`src/rtl/bmi_frame_sequencer.sv`:
```
// Collects a 3-byte {weight, height} frame, presents it to the BMI classifier in
// one update, samples the classifier flags after a settle delay and returns a valid/ready result.
module bmi_frame_sequencer #(
  parameter int unsigned SETTLE_CYCLES = 1,
  parameter logic [7:0]  TIMEOUT       = 8'd255
) (
  input  logic       clk,
  input  logic       rst,
  input  logic [7:0] in_data,
  input  logic       in_valid,
  output logic       in_ready,
  output logic [8:0] weight,
  output logic [7:0] height,
  input  logic       overweight_i,
  input  logic       normal_i,
  input  logic       underweight_i,
  input  logic       error_i,
  output logic       res_valid,
  input  logic       res_ready,
  output logic [1:0] res_class,
  output logic       frame_err
);

  localparam int unsigned    SW          = (SETTLE_CYCLES > 1) ? $clog2(SETTLE_CYCLES) : 1;
  localparam logic [SW-1:0]  SETTLE_LOAD = SW'(SETTLE_CYCLES - 1);

  typedef enum logic [2:0] {W_HI, W_LO, HGT, SETTLE, RESULT} state_e;

  state_e        state_q,  state_d;
  logic          sh_w8_q,  sh_w8_d;
  logic [7:0]    sh_wlo_q, sh_wlo_d;
  logic [8:0]    weight_q, weight_d;
  logic [7:0]    height_q, height_d;
  logic [SW-1:0] settle_q, settle_d;
  logic [7:0]    idle_q,   idle_d;
  logic [1:0]    class_q,  class_d;
  logic          err_q,    err_d;

  logic       accept;
  logic       timeout_hit;
  logic [7:0] idle_inc;
  logic [1:0] flag_class;

  // Gated with rst so no byte is ever handshaken while reset is held.
  assign in_ready    = !rst && (state_q == W_HI || state_q == W_LO || state_q == HGT);
  assign accept      = in_valid && in_ready;
  assign timeout_hit = (TIMEOUT != 8'd0) && (idle_q == TIMEOUT - 8'd1);
  assign idle_inc    = (idle_q == 8'hFF) ? idle_q : idle_q + 8'd1;

  always_comb begin
    case ({overweight_i, normal_i, underweight_i, error_i})
      4'b1000: flag_class = 2'b10;
      4'b0100: flag_class = 2'b01;
      4'b0010: flag_class = 2'b00;
      default: flag_class = 2'b11;
    endcase
  end

  always_comb begin
    // NOTE: every output of this block gets a default first, so no path can infer a latch.
    state_d  = state_q;
    sh_w8_d  = sh_w8_q;
    sh_wlo_d = sh_wlo_q;
    weight_d = weight_q;
    height_d = height_q;
    settle_d = settle_q;
    idle_d   = idle_q;
    class_d  = class_q;
    err_d    = 1'b0;

    case (state_q)
      W_HI: begin
        if (accept) begin
          if (in_data[7:1] != 7'd0) begin
            err_d = 1'b1;
          end else begin
            sh_w8_d = in_data[0];
            idle_d  = 8'd0;
            state_d = W_LO;
          end
        end
      end
      W_LO, HGT: begin
        if (accept) begin
          idle_d = 8'd0;
          if (state_q == W_LO) begin
            sh_wlo_d = in_data;
            state_d  = HGT;
          end else begin
            weight_d = {sh_w8_q, sh_wlo_q};
            height_d = in_data;
            settle_d = SETTLE_LOAD;
            state_d  = SETTLE;
          end
        end else if (timeout_hit) begin
          // Abandon the partial frame; operands already shown to the classifier stay put.
          err_d    = 1'b1;
          sh_w8_d  = 1'b0;
          sh_wlo_d = 8'd0;
          idle_d   = 8'd0;
          state_d  = W_HI;
        end else begin
          idle_d = idle_inc;
        end
      end
      SETTLE: begin
        if (settle_q == '0) begin
          class_d = flag_class;
          state_d = RESULT;
        end else begin
          settle_d = settle_q - SW'(1);
        end
      end
      RESULT: begin
        if (res_ready) state_d = W_HI;
      end
      default: state_d = W_HI;
    endcase
  end

  always_ff @(posedge clk or posedge rst) begin
    if (rst) begin
      state_q  <= W_HI;
      sh_w8_q  <= 1'b0;
      sh_wlo_q <= 8'd0;
      weight_q <= 9'd0;
      height_q <= 8'd0;
      settle_q <= '0;
      idle_q   <= 8'd0;
      class_q  <= 2'b00;
      err_q    <= 1'b0;
    end else begin
      // NOTE: state is updated with non-blocking assignments so every register sees pre-edge values.
      state_q  <= state_d;
      sh_w8_q  <= sh_w8_d;
      sh_wlo_q <= sh_wlo_d;
      weight_q <= weight_d;
      height_q <= height_d;
      settle_q <= settle_d;
      idle_q   <= idle_d;
      class_q  <= class_d;
      err_q    <= err_d;
    end
  end

  assign weight    = weight_q;
  assign height    = height_q;
  assign res_valid = (state_q == RESULT);
  assign res_class = class_q;
  assign frame_err = err_q;

endmodule
```
`config.mk`:
```
export PLATFORM = sky130hd
export DESIGN_NAME = bmi_frame_sequencer
export DESIGN_NICKNAME = d
export VERILOG_FILES = /design/src/rtl/bmi_frame_sequencer.sv
export SDC_FILE = /design/constraint.sdc
export NUM_CORES = 1
export LEC_CHECK = 0
export CORE_UTILIZATION = 45
export CTS_CLUSTER_SIZE = 30
export DETAILED_ROUTE_END_ITERATION = 16
export GPL_ROUTABILITY_DRIVEN = 0
export PLACE_DENSITY = 0.71
export SKIP_CTS_REPAIR_TIMING = 1
export SKIP_LAST_GASP = 1
export SYNTH_ARGS = -nofsm -noshare
export SYNTH_HDL_FRONTEND = slang
export SYNTH_SLANG_ARGS = --single-unit
```
`constraint.sdc`:
```
create_clock -name clk -period 3.7 [get_ports clk]
set_input_delay 1.11 -clock clk [delete_from_list [all_inputs] [get_ports clk]]
set_output_delay 1.11 -clock clk [all_outputs]
set_load 0.02 [all_outputs]
```
==> results_dict.tcl <==
set metrics [dict create \
    status "finished, final reports clean" \
    vdd_drop_max_uv 163 \
    num_vias 1430 \
    cpMostUsedCell "clkdlybuf4s50_1" \
    synthSimpleGateAreaFrac_pct 14.9 \
    synth_compound_area_share_pct 16.2 \
    io_pins 38 \
    grt_start_max_net_pins 28 \
    ff_latch_area_mm2 0.00100 \
    cts_root_buf "clkbuf_8" \
    port_buffers 37 \
    synth_seq_cells 40 \
    tightest_slew_ns 0.805 \
    grt_antenna_before_repair 0 \
    grt_pass1_wl_um 6720 \
    clkLatencyLatePin_ns 0.29 \
    max-slew-margin-rel_pct 45.9 \
    ant_nets 0 \
    clkTransAtPathRegs_ns 0.07 \
    synth_adder_area_share_pct 1.33 \
    fin_skew_ns 0.00555 \
    fin_ws_ns 0.166 \
    start_util_pct 47.2 \
    crit_required_ns 2.59 \
    critPathCaptureType "primary output" \
    final.fill_count 321 \
    drcViolationCount 0 \
    setup_violations 0 \
    hpwl_um 2940 \
    period_share_pct 95.5 \
    wl_met3_um 188 \
    antenna_cells 0 \
    setup_tns_ns 0 \
    final_cells 253 \
    cpLargestDelayFamily "buffers and inverters" \
    rows 23 \
    cts.sinks 40 \
    cpMaxStageDelayCell "clkdlybuf4s50_1" \
    area_delta_synth_final_pct 27.9 \
    crit_chain "clkdlybuf4s50_1, a211oi_1, clkdlybuf4s50_1" \
    period_needed_ns 3.53 \
    routed_via_density 5.65 \
    post-place-ws_ns 0.156 \
    layout.nets 220 \
    top_layer_used "met4" \
    multi_input_area_um2 836 \
    drt_iter0_markers 75 \
    hp-class "reg2reg" \
    rsz0062_at_grt "false" \
    timing.max_cap.violations 0 \
    critPathArrivalTime_ns 2.42 \
    hold_viol 0 \
    synth-xor-area-share_pct 1.79 \
    core_area_mm2 0.00400 \
    wl_um 3900 \
    crit_type "in2out" \
    grt_pass1_vias 1450 \
    synth-edff-count 0 \
    yosys_warnings 0 \
    track_usage_pct 20.8 \
    powerDensity_mw_per_mm2 356 \
    synth_cells 162 \
    ys_seq_area_share_pct 53.1 \
    met1_length_um 1760 \
    place_inst 245 \
    post-route-util_pct 60.3 \
    ys_types 44 \
    wl_met2_um 1890 \
    muxShareOfSynthArea_pct 10.1 \
    numCtsBuffers 5 \
    wl_per_cell_um 15.4 \
    firstDrtPassIters 4 \
    drv_slew 0 \
    chipWidth_um 66.8 \
    synth_top_family_by_area "compound AO/OA/AOI/OAI gates" \
    ys_async_sr_fraction_pct 100 \
    synth-main-ff-cell "dfrtp_1" \
    synth_area_mm2 0.00189 \
    critPathBufInv 2 \
    synth_nets 180 \
    die_h_um 66.8 \
    fmax_ghz 0.283 \
    cp_slowest_stage_delay_ns 0.64 \
    grt_overflow 0 \
    tritoncts "yes" \
    avgSynthCellArea_um2 11.6 \
    htreeDepth 2 \
    drive_above_1_share_pct 17.7 \
    clock_path_buffers 2 \
    critPathMaxFanout 4 \
    p_leak_nw 1.06 \
    start_kind "input port" \
    die_area_mm2 0.00446 \
]
## worst reg2reg max path, cell delays in order, from the launching register on
cell and delay [ns]:
dfrtp_1 0.50, xnor2_2 0.22, nor3_1 0.40, nand2_1 0.30
a31o_2 0.29, a31oi_1 0.18
## logic make-up (layout without fill, tap and decap cells)
group | after synthesis | in the layout
xor+xnor | 3 | 3
fa+ha+maj | 2 | 2
flops | 40 | 40
compound gates | 43 | 43
simple gates | 48 | 48
buf+inv | 9 | 50
mux | 17 | 17
## sequential cells by signal (all words and copies together), names as in the netlist
register and cells:
weight 9, height 8, idle_q 8, sh_wlo_q 8, state_q 3, res_class 2, frame_err 1, sh_w8_q 1
## routing by layer
layer | GRT usage (%) | vias to the layer above
met2 | 33.6 | 52
met4 | 11.2 | 0
met3 | 3.94 | 8
met1 | 26.2 | 690
li1 | - | 680
met5 | 0 | -
## where the power goes
group	internal, mW	leakage (nW)	switching, mW	total, mW
sequential	0.445	0.539	0.00493	0.450
clock	0.200	0.0552	0.142	0.342
combinational	0.0338	0.466	0.0316	0.0654
## final timing paths
kind | depth (start not counted) | from | to | slack (ns)
worst max-delay path | 3 | rst | in_ready | 0.17
worst min-delay path | 2 | sh_wlo_q[7] | sh_wlo_q[7] | 0.49
worst max register to register | 5 | state_q[0] | idle_q[5] | 1.73
worst min register to register | 2 | sh_wlo_q[7] | sh_wlo_q[7] | 0.49
max in group asynchronous | 3 | rst | sh_w8_q | 1.91
min in group asynchronous | 2 | rst | state_q[2] | 1.25
## stage by stage
step | instance area (um2) | hold slack, ns | power (mW)
2_1_floorplan | 1890 | 0.439 | 0.486
3_3_place_gp | 2300 | 0.469 | 0.523
3_5_place_dp | 2300 | 0.483 | 0.525
4_1_cts | 2410 | 0.501 | 0.868
5_1_grt | 2410 | 0.519 | 0.892
6_report | 2410 | 0.489 | 0.858
## cells in the final DEF (no fill, tap or decap), types with 2 or more instances in the layout
cell type / count
a211o_1: 2
mux2_2: 16
clkdlybuf4s50_1: 37
o31ai_1: 2
a22o_1: 6
nand3_1: 3
o22a_2: 2
nand4_1: 2
nor3_1: 4
clkbuf_8: 5
nand2b_1: 3
nor2_1: 13
inv_1: 4
o21ai_0: 9
xnor2_1: 2
nand2_1: 9
nor4_4: 2
dfrtp_1: 40
and3_1: 3
o211ai_1: 2
ha_1: 2
a21oi_1: 9
or3_1: 2
## cells in the mapped netlist, types with 2 or more instances
cell type	n	area share, %
nand2_1	9	1.8
mux2_2	16	9.5
or3_1	2	0.66
nand3_1	3	0.80
o21ai_0	9	2.4
and3_1	3	0.99
xnor2_1	2	0.93
a211o_1	2	0.93
clkbuf_1	2	0.40
o31ai_1	2	0.80
o211ai_1	2	0.80
o22a_2	2	1.1
inv_1	4	0.80
ha_1	2	1.3
nor3_1	4	1.1
nand4_1	2	0.66
nor4_4	2	2.3
nand2b_1	3	0.99
a22o_1	6	2.8
dfrtp_1	40	53
nor2_1	13	2.6
buf_6	2	1.2
a21oi_1	9	2.4
## cell type report
class	instances	share of cell area, %
inverter	4	0.622
clock buffer	6	3.01
multi-input combinational	113	34.6
timing repair buffer	38	16.2
clock inverter	2	1.45
sequential	40	41.5
tap	50	2.59
Note: power is estimated with default switching activity, not from simulation.
==> patch: new RTL, same settings <==
Re-encode `state_e` (5 states) as Gray code, 3 bits wide.
--- a/src/rtl/bmi_frame_sequencer.sv
+++ b/src/rtl/bmi_frame_sequencer.sv
@@ -26,3 +26,3 @@
 
-  typedef enum logic [2:0] {W_HI, W_LO, HGT, SETTLE, RESULT} state_e;
+  typedef enum logic [2:0] {W_HI = 3'b000, W_LO = 3'b001, HGT = 3'b011, SETTLE = 3'b010, RESULT = 3'b110} state_e;
 
Formal check against the unedited RTL: same outputs for any inputs over 10 cycles, from zero or initial values and one cycle with rst high; not proved beyond that.
==> patch against the original RTL <==
  * Sequential share of layout area is 0.086 points lower
  * Sequential cell count is the same
  * Final area grew 0.21%
  * Routed wire length shrank 0.74%
  * Final cell count decreased by 4.0%
  * Worst setup slack improved by 0.035 ns
  * Hold slack gained 0.017 ns
  * Clock skew down 0.0017 ns
  * First-iteration DRC count shrank 32%
  * Synthesized area fell by 1.3%
  * Critical endpoint unchanged
Power is not compared: it rests on default switching activity, and its combinational part moved more than twofold at a synthesized area within 25%.
==> patch: results (changes against the original RTL) <==
global_routing:
  grtUsageTotal: 0.200  # -0.00813
  antenna_found_initial: 0  # unchanged
  grt_max_degree: 35  # +25%
  first_global_vias: 1364  # -5.9%
  grt_pass1_wl_um: 6490  # -3.5%
synth:
  syn_avg_cell_area_um2: 12.3  # +5.9%
  async_reset_ff_frac: 1.00  # unchanged
  synth_common_cells: "dfrtp_1, mux2_2, a22o_1, nor2_1, nor3_1"
  netlist_top_cells_area: "dfrtp_1, mux2_2, a22o_1"
  ys_warn_count: 0  # unchanged
  ys_types: 42  # -4.5%
  synth.yosys.seq_area_share: 0.537  # +0.00677
  synth_fp_nets: 169  # -6.1%
layout:
  nNetsFinal: 211  # -4.1%
  diodes: 0  # unchanged
  largest_register_ffs: 9  # unchanged
  fillers: 316  # -1.6%
  drive_above_1_share: 0.197  # +0.0196
clocking:
  cts_root_buf: "clkbuf_8"
  cts_buffer_depth: 2  # unchanged
  numCtsBuffers: 5  # unchanged
  cts.reportedPaths.clkPinSlew_ns: 0.07  # about the same
  h-tree-depth: 2  # unchanged
  clk_latency_ns: 0.29  # about the same
worst_setup_path:
  crit_fanout: 2  # -2
  arrival_ns: 2.39  # -0.03 ns
hold_path:
  hold_path.class: "flip-flop to flip-flop"
status:
  status: "completed"
power_and_ir_drop:
  swShare: 0.265
  ir_worst_vdd_mv: 0.276
  p_leak_nw: 1.12
sta:
  worst-slew-pin-transition_ns: 0.577  # -0.228 ns
  hold_violations: 0  # unchanged
  finalClockSkew_ns: 0.00381  # -0.00174 ns
routing:
  dr.pass1.iters: 4  # unchanged
  drt_iter0_drc: 51  # -32%
  vias_per_cell: 5.62  # -0.62%
  wire_per_inst_um: 15.9  # +3.3%
  totalWireLength_um: 3870  # -0.74%
placement:
  port-buffer-count: 37  # unchanged
  dpl.hpwl_um: 2780  # -5.4%
patch: cell count changes in the layout (fill, tap and decap cells not counted), sizes merged, moves of 3 or more:
cell	before	now
nand2	9	2
o21ai	9	6
nor2	13	9
mux2	16	19
nor3	4	8
a21oi	9	4
nor2b	1	4
patch: path summary, 6_finish.rpt:
kind | from | endpoint | slack (ns) | cells after the start
setup / recovery | rst | in_ready | 0.20 | 3
hold / removal | sh_wlo_q[2] | sh_wlo_q[2] | 0.51 | 1
setup reg to reg | state_q[2] | idle_q[1] | 1.72 | 4
hold reg to reg | sh_wlo_q[2] | sh_wlo_q[2] | 0.51 | 1
max in group asynchronous | rst | height[0] | 1.75 | 4
min in group asynchronous | rst | idle_q[6] | 1.26 | 3
patch: cell families (layout without fill, tap and decap cells):
| logic type | count (synthesis) | count (layout) | share of synthesized area |
|---|---|---|---|
| AND/OR/NAND/NOR | 46 | 46 | 0.155 |
| flip-flops | 40 | 40 | 0.537 |
| AO/OA/AOI/OAI | 34 | 34 | 0.146 |
| multiplexers | 20 | 20 | 0.120 |
| buffers and inverters | 7 | 49 | 0.0181 |
| adder cells (fa/ha/maj) | 2 | 2 | 0.0134 |
| XOR/XNOR | 2 | 2 | 0.00940 |
patch: power groups by stage:
| stage | clock network (mW) | registers [mW] | logic (mW) |
|---|---|---|---|
| floorplan | 0 | 0.524 | 0.112 |
| global placement | 0 | 0.525 | 0.189 |
| detailed placement | 0 | 0.530 | 0.194 |
| CTS | 0.424 | 0.522 | 0.196 |
| global route | 0.443 | 0.529 | 0.213 |
| finish | 0.412 | 0.523 | 0.193 |
patch: layout make-up:
class / instances / area, um^2 / area share
repair buffers: 39 / 385 / 0.159
clock inverters: 2 / 60.1 / 0.0248
multi-input cells: 104 / 828 / 0.343
well taps: 50 / 62.6 / 0.0259
clock buffers: 5 / 68.8 / 0.0285
inverters: 3 / 11.3 / 0.00466
flip-flops and latches: 40 / 1000 / 0.414
patch: per-stage QoR:
step | instance area (um^2) | hold WS [ns] | power, mW | setup WS [ns]
3_5_place_dp | 2290 | 0.490 | 0.724 | 0.184
2_1_floorplan | 1860 | 0.462 | 0.636 | 0.995
4_1_cts | 2420 | 0.512 | 1.14 | 0.193
5_1_grt | 2420 | 0.532 | 1.18 | 0.159
6_report | 2420 | 0.505 | 1.13 | 0.201
3_3_place_gp | 2290 | 0.480 | 0.715 | 0.187
patch: worst max-delay path, cell delays in order:
cell and delay [ns]:
clkdlybuf4s50_1 0.44, nor3_1 0.20, clkdlybuf4s50_1 0.64
patch: routing by layer:
metal  track usage  share of wire  up-vias
li1              -              -      649
met1         0.255           0.44      685
met3        0.0638          0.042        4
met5             0              0        -
met2         0.325           0.51       27
met4        0.0559         0.0098        0
